--- src/rtl/pattern_generator.sv ---
// pattern_generator
//   Programmable multi-mode stimulus source for logic-analyzer bring-up and
//   self-test. It drives NUM_CHANNELS test signals, updated on ticks of a
//   runtime-programmable prescaler.
//
//   Modes (latched cfg_mode):
//     0 binary count, 1 walking one, 2 toggle, 3 LFSR (optional).
//
//   Build option:
//     PATTERN_GEN_LFSR_EN  defined   -> mode 3 is a Galois LFSR using LFSR_TAPS.
//                          undefined -> no LFSR logic is built. Mode 3 holds the
//                                       loaded seed. The prescaler keeps running,
//                                       but no update_strobe or wrap is produced.
//
//   Ports:
//     clk            clock
//     reset          synchronous, active-high
//     enable         1 = run, 0 = freeze prescaler and pattern
//     cfg_load       1-cycle pulse: latch cfg_mode/cfg_divisor/cfg_seed, load seed
//     cfg_mode       pattern mode
//     cfg_divisor    update every cfg_divisor+1 enabled clocks
//     cfg_seed       initial pattern loaded with cfg_load
//     chanSignals    generated pattern (registered)
//     update_strobe  high for exactly the cycle chanSignals shows a tick update
//     wrap           high with update_strobe when the sequence wraps

// Per-channel next-state slice. Each lane sees only its own bit, its
// neighbours, and a few shared terms computed once at the top level.
module pattern_generator_lane (
    input  logic [1:0] mode,
    input  logic       cur,       // this channel's current bit
    input  logic       lower,     // next lower bit (rotated: lane 0 sees MSB)
    input  logic       upper,     // next higher bit (0 for the MSB lane)
    input  logic       lsb,       // current bit 0, selects LFSR feedback
    input  logic       carry,     // all lower bits are one (count increment)
    input  logic       tap,       // LFSR feedback mask bit for this lane
    input  logic       seed_one,  // lane 0 with an all-zero pattern: force a 1 in
    output logic       nxt
);
    always_comb begin
        nxt = cur;
        case (mode)
            2'd0: nxt = cur ^ carry;
            // With an all-zero pattern every lower bit is 0, so only lane 0
            // picks up seed_one and the result is 1.
            2'd1: nxt = lower | seed_one;
            2'd2: nxt = ~cur;
            default: begin
`ifdef PATTERN_GEN_LFSR_EN
                nxt = (upper ^ (tap & lsb)) | seed_one;
`else
                nxt = cur;
`endif
            end
        endcase
    end

`ifndef PATTERN_GEN_LFSR_EN
    logic unused_lfsr_inputs;
    assign unused_lfsr_inputs = upper ^ tap ^ lsb;
`endif
endmodule

module pattern_generator #(
    parameter int                      NUM_CHANNELS = 16,
    parameter int                      DIV_BITS     = 15,
    parameter logic [NUM_CHANNELS-1:0] LFSR_TAPS    = 16'hB400
) (
    input  logic                    clk,
    input  logic                    reset,
    input  logic                    enable,
    input  logic                    cfg_load,
    input  logic [1:0]              cfg_mode,
    input  logic [DIV_BITS-1:0]     cfg_divisor,
    input  logic [NUM_CHANNELS-1:0] cfg_seed,
    output logic [NUM_CHANNELS-1:0] chanSignals,
    output logic                    update_strobe,
    output logic                    wrap
);
    localparam logic [NUM_CHANNELS-1:0] ONE = NUM_CHANNELS'(1);

    // Latched configuration
    logic [1:0]              mode_q;
    logic [DIV_BITS-1:0]     div_q;
    logic [NUM_CHANNELS-1:0] seed_q;
    logic [DIV_BITS-1:0]     presc;

    logic [NUM_CHANNELS-1:0] nxt;
    logic [NUM_CHANNELS:0]   carry;
    logic                    cur_zero;
    logic                    tick;
    logic                    upd_en;
    logic                    wrap_c;

    assign cur_zero = (chanSignals == '0);
    assign tick     = enable && (presc == div_q);

    // Without the LFSR, mode 3 keeps the prescaler running but never updates.
`ifdef PATTERN_GEN_LFSR_EN
    assign upd_en = 1'b1;
`else
    assign upd_en = (mode_q != 2'd3);
    logic unused_taps;
    assign unused_taps = ^LFSR_TAPS;
`endif

    // Increment carry chain for count mode.
    assign carry[0] = 1'b1;

    genvar i;
    generate
        for (i = 0; i < NUM_CHANNELS; i++) begin : g_lane
            logic lower_b, upper_b;
            if (i == 0) begin : g_lo
                assign lower_b = chanSignals[NUM_CHANNELS-1];
            end else begin : g_lo
                assign lower_b = chanSignals[i-1];
            end
            if (i == NUM_CHANNELS - 1) begin : g_up
                assign upper_b = 1'b0;
            end else begin : g_up
                assign upper_b = chanSignals[i+1];
            end
            assign carry[i+1] = carry[i] & chanSignals[i];

            pattern_generator_lane u_lane (
                .mode     (mode_q),
                .cur      (chanSignals[i]),
                .lower    (lower_b),
                .upper    (upper_b),
                .lsb      (chanSignals[0]),
                .carry    (carry[i]),
                .tap      (LFSR_TAPS[i]),
                .seed_one ((i == 0) && cur_zero),
                .nxt      (nxt[i])
            );
        end
    endgenerate

    // Wrap detection, evaluated against the value being replaced (or its successor).
    always_comb begin
        wrap_c = 1'b0;
        case (mode_q)
            2'd0: wrap_c = carry[NUM_CHANNELS];            // old value all ones
            2'd1: wrap_c = chanSignals[NUM_CHANNELS-1];    // MSB rotates out
            2'd2: wrap_c = (nxt == seed_q);                // every second inversion
            default: begin
`ifdef PATTERN_GEN_LFSR_EN
                // A zero seed can never recur in the LFSR, so the cycle restarts at 1.
                wrap_c = (nxt == ((seed_q == '0) ? ONE : seed_q));
`else
                wrap_c = 1'b0;
`endif
            end
        endcase
    end

    always_ff @(posedge clk) begin
        if (reset) begin
            mode_q        <= 2'd0;
            div_q         <= '1;
            seed_q        <= '0;
            presc         <= '0;
            chanSignals   <= '0;
            update_strobe <= 1'b0;
            wrap          <= 1'b0;
        end else if (cfg_load) begin
            mode_q        <= cfg_mode;
            div_q         <= cfg_divisor;
            seed_q        <= cfg_seed;
            presc         <= '0;
            chanSignals   <= cfg_seed;
            update_strobe <= 1'b0;
            wrap          <= 1'b0;
        end else begin
            update_strobe <= 1'b0;
            wrap          <= 1'b0;
            if (tick) begin
                presc <= '0;
                if (upd_en) begin
                    chanSignals   <= nxt;
                    update_strobe <= 1'b1;
                    wrap          <= wrap_c;
                end
            end else if (enable) begin
                presc <= presc + DIV_BITS'(1);
            end
        end
    end
endmodule

--- config.mk ---
export PLATFORM = sky130hd
export DESIGN_NAME = pattern_generator
export DESIGN_NICKNAME = d
export VERILOG_FILES = /design/src/rtl/pattern_generator.sv
export SDC_FILE = /design/constraint.sdc
export NUM_CORES = 1
export LEC_CHECK = 0
export BUFFER_PORTS_ARGS = -buffer_cell sky130_fd_sc_hd__buf_2
export CAP_MARGIN = 10
export CORE_ASPECT_RATIO = 0.8
export CORE_MARGIN = 2
export CORE_UTILIZATION = 45
export DETAILED_ROUTE_END_ITERATION = 10
export PLACE_DENSITY = 0.69
export SLEW_MARGIN = 5
export SYNTH_ARGS = -nofsm -noshare
export SYNTH_HDL_FRONTEND = slang
export SYNTH_SLANG_ARGS = --single-unit
--- constraint.sdc ---
create_clock -name clk -period 11.26 [get_ports clk]
set_input_delay 3.378 -clock clk [delete_from_list [all_inputs] [get_ports clk]]
set_output_delay 3.378 -clock clk [all_outputs]
set_load 0.05 [all_outputs]
==> results of run 1 <==
-- state kept, by name, summed over array words and instances (netlist names) --
signal,count
wrap,1
presc,15
div_q,15
seed_q,16
update_strobe,1
chanSignals,16
mode_q,2
-- worst register-to-register path, cell delays in order (launching register included) --
cell and delay [ns]:
dfxtp_1 0.39, ha_1 0.22, ha_1 0.18, ha_1 0.17
ha_1 0.18, ha_1 0.18, ha_1 0.19, ha_1 0.21
ha_1 0.19, ha_1 0.18, ha_1 0.18, ha_1 0.18
ha_1 0.18, ha_1 0.18, ha_1 0.27, mux2i_1 0.10
a2111oi_0 0.43, a21oi_1 0.08, nor4_1 0.32, a31oi_1 0.20
nor2b_1 0.13
-- stage by stage --
stage | std cells | util, % | worst slack (ns) | hold WS [ns]
after floorplan | 463 | - | 6.49 | 0.462
after global placement | 585 | 48.5 | 5.94 | 0.474
after detailed placement | 585 | 48.5 | 5.83 | 0.477
after CTS | 601 | 51.1 | 6.20 | 0.490
after global routing | 601 | 51.1 | 6.00 | 0.505
final | 601 | 51.1 | 6.22 | 0.489
-- final timing paths --
path,endpoint,slack [ns]
max,chanSignals[10],6.22
min,seed_q[11],0.49
max reg2reg,wrap,6.86
min reg2reg,seed_q[11],0.49
-- cells by family after synthesis --
kind of cell	Yosys count	share of synthesized area (%)
buffers and inverters	56	7.77
XOR/XNOR	47	10.3
adder cells (fa/ha/maj)	17	5.35
AND/OR/NAND/NOR	156	19.3
AO/OA/AOI/OAI	82	14.2
multiplexers	39	9.88
flip-flops	66	33.2
-- synthesized netlist by cell type --
master     count  area [um^2]
a211oi_2       1         12.5
nand4_1        9         56.3
dfxtp_1       66         1320
or3_1          2         12.5
a211o_1       15          131
nor3_2         2         20.0
clkinv_1       1         3.75
buf_1          1         3.75
a22o_1         1         8.76
nand2_2        1         6.26
buf_6          3         33.8
o211ai_1       1         7.51
ha_1          17          213
o221ai_1       5         43.8
buf_2          6         30.0
o22ai_1        2         12.5
a21oi_1       22          110
nor2b_1       18          113
clkbuf_2       1         5.00
nor2_1        57          214
a31oi_1        3         18.8
a2111oi_0      3         26.3
mux2i_1       37          370
xor2_1        18          158
o21ai_0       12         60.1
buf_4         18          135
and2_1         2         12.5
a211oi_1       3         22.5
mux2_2         2         22.5
a22oi_1        2         15.0
nand2_1       33          124
clkbuf_1      18         67.6
xnor2_1       29          254
nand2b_1      11         68.8
nor4b_1        1         8.76
nor2_2         1         6.26
o21a_1         8         60.1
a32oi_1        3         26.3
nor4_4         1         21.3
nand3_1        9         45.0
o22a_1         1         8.76
and3_1         4         25.0
nor3b_1        1         7.51
nor4_1         4         25.0
inv_1          8         30.0
-- cell type report --
cell class	instances	area [um^2]
Clock buffer	12	145
Clock inverter	4	75.1
Fill cell	799	4160
Inverter	9	33.8
Multi-Input combinational cell	341	2350
Sequential cell	66	1320
Tap cell	112	140
Timing Repair Buffer	57	293
-- report_power, final --
part | internal [uW] | switching [uW] | total, uW
clock network | 131 | 90.4 | 221
registers | 244 | 14.5 | 259
logic | 36.7 | 51.4 | 88.1
-- per-layer routing --
layer  GRT usage [%]  wire length [um]  up-vias
met4            4.55                82        0
met5               0                 0        -
met2            28.7              3730       79
met3            4.32               493        7
met1            29.2              4570     1495
li1                -                 -     1628
==> results.py, run 1 <==
metrics = {
    "status": {
        "outcome": "finished clean",
    },
    "route": {
        "wl_per_cell_um": 14.8,
        "vias_per_cell": 5.34,
        "drtIter0Drc": 211,
        "drcViolationCount": 0,
        "antenna_left": 0,
        "first_pass_iters": 4,
        "routed_wl_um": 8870,
        "num_vias": 3209,
    },
    "critical_path": {
        "cp.depth": 7,
        "critPathKind": "in -> reg",
        "path_buf_inv": 1,
        "cp-start-kind": "input port",
        "crit_family": "simple AND/OR/NAND/NOR gates",
        "worstReg2RegStart": "chanSignals[0]",
        "required_ns": 11.46,
        "r2r_cells": 20,
        "crit_fanout": 16,
        "end_kind": "flip-flop",
        "worstPathArrival_ns": 5.24,
        "slowest_stage": "nor4_4",
        "critical_path.cell_chain": "buf_2 > nand4_1 > nor4_4 > nand2_2 > mux2i_1 > o21a_1 > nor2_1",
        "max_stage_delay_ns": 0.67,
        "startpoint": "enable",
    },
    "floorplanning": {
        "start_util_pct": 46.7,
        "die_x_um": 109,
        "io_pins": 55,
        "core_um2": 8520,
        "die_y_um": 88.1,
        "std_cell_rows": 30,
        "die_area_um2": 9610,
    },
    "timing": {
        "hold_viol": 0,
        "fin_skew_ns": 0.00797,
        "tightest_slew_ns": 1.02,
        "period_share_pct": 44.8,
        "slew_viol_final": 0,
        "fin_tns_setup_ns": 0,
        "finalCriticalPeriod_ns": 5.04,
        "setup-violations-final": 0,
        "relSlewSlack_pct": 31.9,
        "fmax_mhz": 198,
        "rsz0062_at_grt": "false",
    },
    "placed_design": {
        "dp_hpwl_um": 6110,
        "numPortBuffers": 54,
        "gp_congestion": 0.840,
        "placed_area_um2": 4140,
    },
    "yosys": {
        "yosysWarnings": 0,
        "syn_area_um2": 3980,
        "syn_avg_cell_area_um2": 8.59,
        "synth.net_count": 517,
        "netlist_instances": 463,
        "synth.distinct_cells": 45,
        "yosysSeqAreaShare_pct": 33.2,
        "synth_seq_cells": 66,
    },
    "final_layout": {
        "layout_commonest_cell": "dfxtp_1",
        "final_cell_mix": "dfxtp_1 (65), nor2_1 (57), buf_2 (54), mux2i_1 (37), nand2_1 (33)",
        "area_growth_syn_to_layout_pct": 9.53,
        "drive_above_1_share_pct": 16.4,
        "stdcell_area_um2": 4360,
        "final_nets": 538,
        "antenna_cells": 0,
    },
    "global_route": {
        "track_usage_pct": 19.6,
        "grt_remaining_overflow": 0,
        "antenna_found_initial": 0,
        "grt_pass1_wl_um": 14700,
        "grt_start_max_net_pins": 82,
        "grt_pass1_vias": 2919,
    },
    "clocking": {
        "postCtsSetupRepairBufs": 0,
        "cts.sinks": 66,
        "cts_buffer_depth": 2,
        "cts-root-buf": "clkbuf_8",
        "post_cts_resized": 0,
        "cts_hold_buffers": 0,
        "cts_tree": "built",
        "htreeDepth": 3,
        "clk_pin_slew_ns": 0.07,
        "cts_buffers": 9,
        "clkLatencyLatePin_ns": 0.34,
    },
    "worst_hold_path": {
        "worst_hold_path_type": "reg -> reg",
        "hold_depth": 2,
        "hp-start": "seed_q[11]",
    },
    "power": {
        "finalPower_uw": 568,
        "ir_worst_vdd_mv": 0.0498,
        "p_leak_uw": 0.00185,
        "power_density_nw_per_um2": 130,
    },
    "run": {
        "maxCapViolations": 0,
    },
}
Power figures use the tool's default switching activity.
==> run 2: changes to the inputs <==
--- a/config.mk
+++ b/config.mk
@@ -5,13 +5,14 @@
 export SDC_FILE = /design/constraint.sdc
 export NUM_CORES = 1
 export LEC_CHECK = 0
+export ABC_AREA = 1
 export BUFFER_PORTS_ARGS = -buffer_cell sky130_fd_sc_hd__buf_2
 export CAP_MARGIN = 10
 export CORE_ASPECT_RATIO = 0.8
 export CORE_MARGIN = 2
 export CORE_UTILIZATION = 45
 export DETAILED_ROUTE_END_ITERATION = 10
-export PLACE_DENSITY = 0.69
+export PLACE_DENSITY = 0.72
 export SLEW_MARGIN = 5
 export SYNTH_ARGS = -nofsm -noshare
 export SYNTH_HDL_FRONTEND = slang
==> constraint.sdc (replaced) <==
create_clock -name clk -period 4.5 [get_ports clk]
set_input_delay 1.35 -clock clk [delete_from_list [all_inputs] [get_ports clk]]
set_output_delay 1.35 -clock clk [all_outputs]
set_load 0.05 [all_outputs]
==> run 2 against run 1 <==
Compared with the run above: global-route usage is 3.0 points higher; non-clock buffer count is 2 lower; clock skew is 0.0026 ns lower; cell count is 22% higher; cell area is 2.5% lower; critical path depth is 18 higher; largest cell class unchanged; clock power is 110% higher; die area is 2.3% lower; count of clock-buffer cells in the layout is 2 lower; total power is 140% higher; highest routed layer unchanged; core utilization is 0.85 points lower; largest power group unchanged.
==> results.py, run 2 <==
metrics = {
    "final_layout": {
        "stdcell_count": 733,
        "final_core_util_pct": 50.3,
        "drive_above_1_share_pct": 13.2,
        "top_regs": "chanSignals x16, seed_q x16",
        "layout_commonest_cell": "nand2_1",
        "final_cell_mix": "nand2_1 (158), nor2_1 (74), dfxtp_1 (66), nand3_1 (56), buf_2 (54)",
        "final_nets": 670,
        "antenna_cells": 0,
        "area_growth_syn_to_layout_pct": 9.41,
    },
    "route": {
        "num_vias": 3829,
        "first_pass_iters": 4,
        "vias_per_cell": 5.22,
        "drcViolationCount": 0,
        "routed_wl_um": 10200,
        "drtIter0Drc": 277,
        "wl_per_cell_um": 13.9,
        "antenna_left": 0,
    },
    "yosys": {
        "synth_seq_cells": 66,
        "synth.net_count": 641,
        "synth_top_area_share_pct": 34.0,
        "syn_avg_cell_area_um2": 6.61,
        "yosysSeqAreaShare_pct": 34.0,
        "synth.most_common_cell": "nand2_1",
        "synthTopCellsByArea": "dfxtp_1 (34%), nand2_1 (15%), nand3_1 (7.2%), nor2_1 (7.2%), ha_1 (5.5%)",
        "netlist_instances": 587,
        "yosysWarnings": 0,
        "synth.distinct_cells": 35,
        "syn_area_um2": 3880,
        "synthTopCellsByCount": "nand2_1 (158), nor2_1 (74), dfxtp_1 (66)",
        "async_reset_ff_share_pct": 0,
        "yosys.area.top_type": "dfxtp_1",
        "synthFlopType": "dfxtp_1",
        "synth_edf_count": 0,
    },
    "timing": {
        "hold_viol": 0,
        "tightest_slew_ns": 0.918,
        "slew_viol_final": 0,
        "period_share_pct": 90.2,
        "finalCriticalPeriod_ns": 4.06,
        "fin_tns_setup_ns": 0,
        "relSlewSlack_pct": 38.7,
        "fin_skew_ns": 0.00533,
        "fmax_mhz": 246,
        "setup-violations-final": 0,
        "whs_ns": 0.469,
        "rsz0062_at_grt": "false",
    },
    "clocking": {
        "post_cts_resized": 0,
        "postCtsSetupRepairBufs": 0,
        "cts.sinks": 66,
        "clkLatencyLatePin_ns": 0.35,
        "cts_buffers": 9,
        "htreeDepth": 3,
        "clk_pin_slew_ns": 0.08,
        "cts-root-buf": "clkbuf_8",
        "cts_hold_buffers": 0,
        "cts_tree": "built",
        "cts_buffer_depth": 2,
    },
    "global_route": {
        "grt_pass1_vias": 3421,
        "antenna_found_initial": 0,
        "track_usage_pct": 22.5,
        "grt_remaining_overflow": 0,
        "grt_pass1_wl_um": 16600,
        "grt_start_max_net_pins": 41,
    },
    "placed_design": {
        "numPortBuffers": 54,
        "dp_hpwl_um": 7230,
        "dp_cells": 717,
        "gp_congestion": 0.947,
    },
    "critical_path": {
        "r2r_cells": 25,
        "worstPathArrival_ns": 4.34,
        "crit_fanout": 5,
        "r2r_end": "wrap",
        "required_ns": 4.78,
        "startpoint": "chanSignals[0]",
        "rrSetupSlack_ns": 0.44,
        "worstReg2RegStart": "chanSignals[0]",
        "end_kind": "flip-flop",
        "cp-start-kind": "flip-flop",
        "critPathKind": "reg -> reg",
    },
    "floorplanning": {
        "io_pins": 55,
        "die_y_um": 87.1,
        "die_x_um": 108,
        "start_util_pct": 46.0,
        "die_area_um2": 9390,
        "core_um2": 8450,
        "std_cell_rows": 30,
    },
    "worst_hold_path": {
        "hold_path_end": "div_q[12]",
        "worst_hold_path_type": "reg -> reg",
        "hold_depth": 2,
        "hp-start": "div_q[12]",
    },
    "power": {
        "p_leak_uw": 0.00197,
        "power_density_nw_per_um2": 325,
        "ir_worst_vdd_mv": 0.162,
    },
    "run": {
        "maxCapViolations": 0,
    },
    "status": {
        "outcome": "finished clean",
    },
}
## run 2: kinds of logic (layout without fill, tap and decap cells)
logic type	count (synthesis)	count (layout)	synth area share, %
AO/OA/AOI/OAI	88	88	12.7
XOR/XNOR	15	15	3.39
adder cells (fa/ha/maj)	17	17	5.48
buffers and inverters	95	129	11.6
flip-flops	66	66	34.0
AND/OR/NAND/NOR	306	306	32.8
## run 2: worst max-delay path, stage by stage, from the launching register on
cell and delay (ns):
dfxtp_1 0.35, ha_1 0.20, ha_1 0.18, ha_1 0.18, ha_1 0.18, ha_1 0.17, ha_1 0.18, ha_1 0.19
ha_1 0.18, ha_1 0.19, ha_1 0.19, ha_1 0.19, ha_1 0.20, ha_1 0.19, ha_1 0.18, ha_1 0.27
nand2_1 0.05, nand3_1 0.12, nand2_1 0.07, nand2_1 0.06, nand2_1 0.04, nor2_1 0.10, nand3_1 0.08, nor2_1 0.09
nand2_1 0.06, a21oi_1 0.12
## run 2: stage by stage
step / worst slack, ns / cell area [um^2] / power, uW
final: 0.442 / 4250 / 1380
after global routing: 0.243 / 4250 / 1450
after CTS: 0.463 / 4250 / 1390
after detailed placement: 0.516 / 4070 / 927
after global placement: 0.576 / 4070 / 923
after floorplan: 0.809 / 3880 / 868
## run 2: worst max-delay path by stage
stage	end	slack, ns	cells past startpoint
after CTS	wrap	0.46	25
after detailed placement	wrap	0.52	25
after global routing	wrap	0.24	25
after global placement	wrap	0.58	25
final	wrap	0.44	25
after floorplan	wrap	0.81	25
## run 2: layer usage
layer	wire length (um)	track usage [%]	share of wire (%)	vias to the layer above
met2	4230	33.1	41	134
met3	632	4.56	6.2	17
met1	5180	32.7	51	1732
met4	163	7.93	1.6	0
met5	0	0	0	-
li1	-	-	-	1946
## run 2: power breakdown
part           internal [uW]  total [uW]  switching, uW  leakage (uW)
clock network            215         464            249     0.0000847
logic                   87.8         269            181       0.00134
registers                614         649           35.4      0.000543
## run 2: area by class of cell
type | count | area, um^2
clock buffers | 10 | 138
clock inverters | 6 | 41.3
fillers | 874 | 4200
inverters | 58 | 218
multi-input cells | 426 | 2110
flip-flops and latches | 66 | 1320
well taps | 112 | 140
repair buffers | 55 | 278
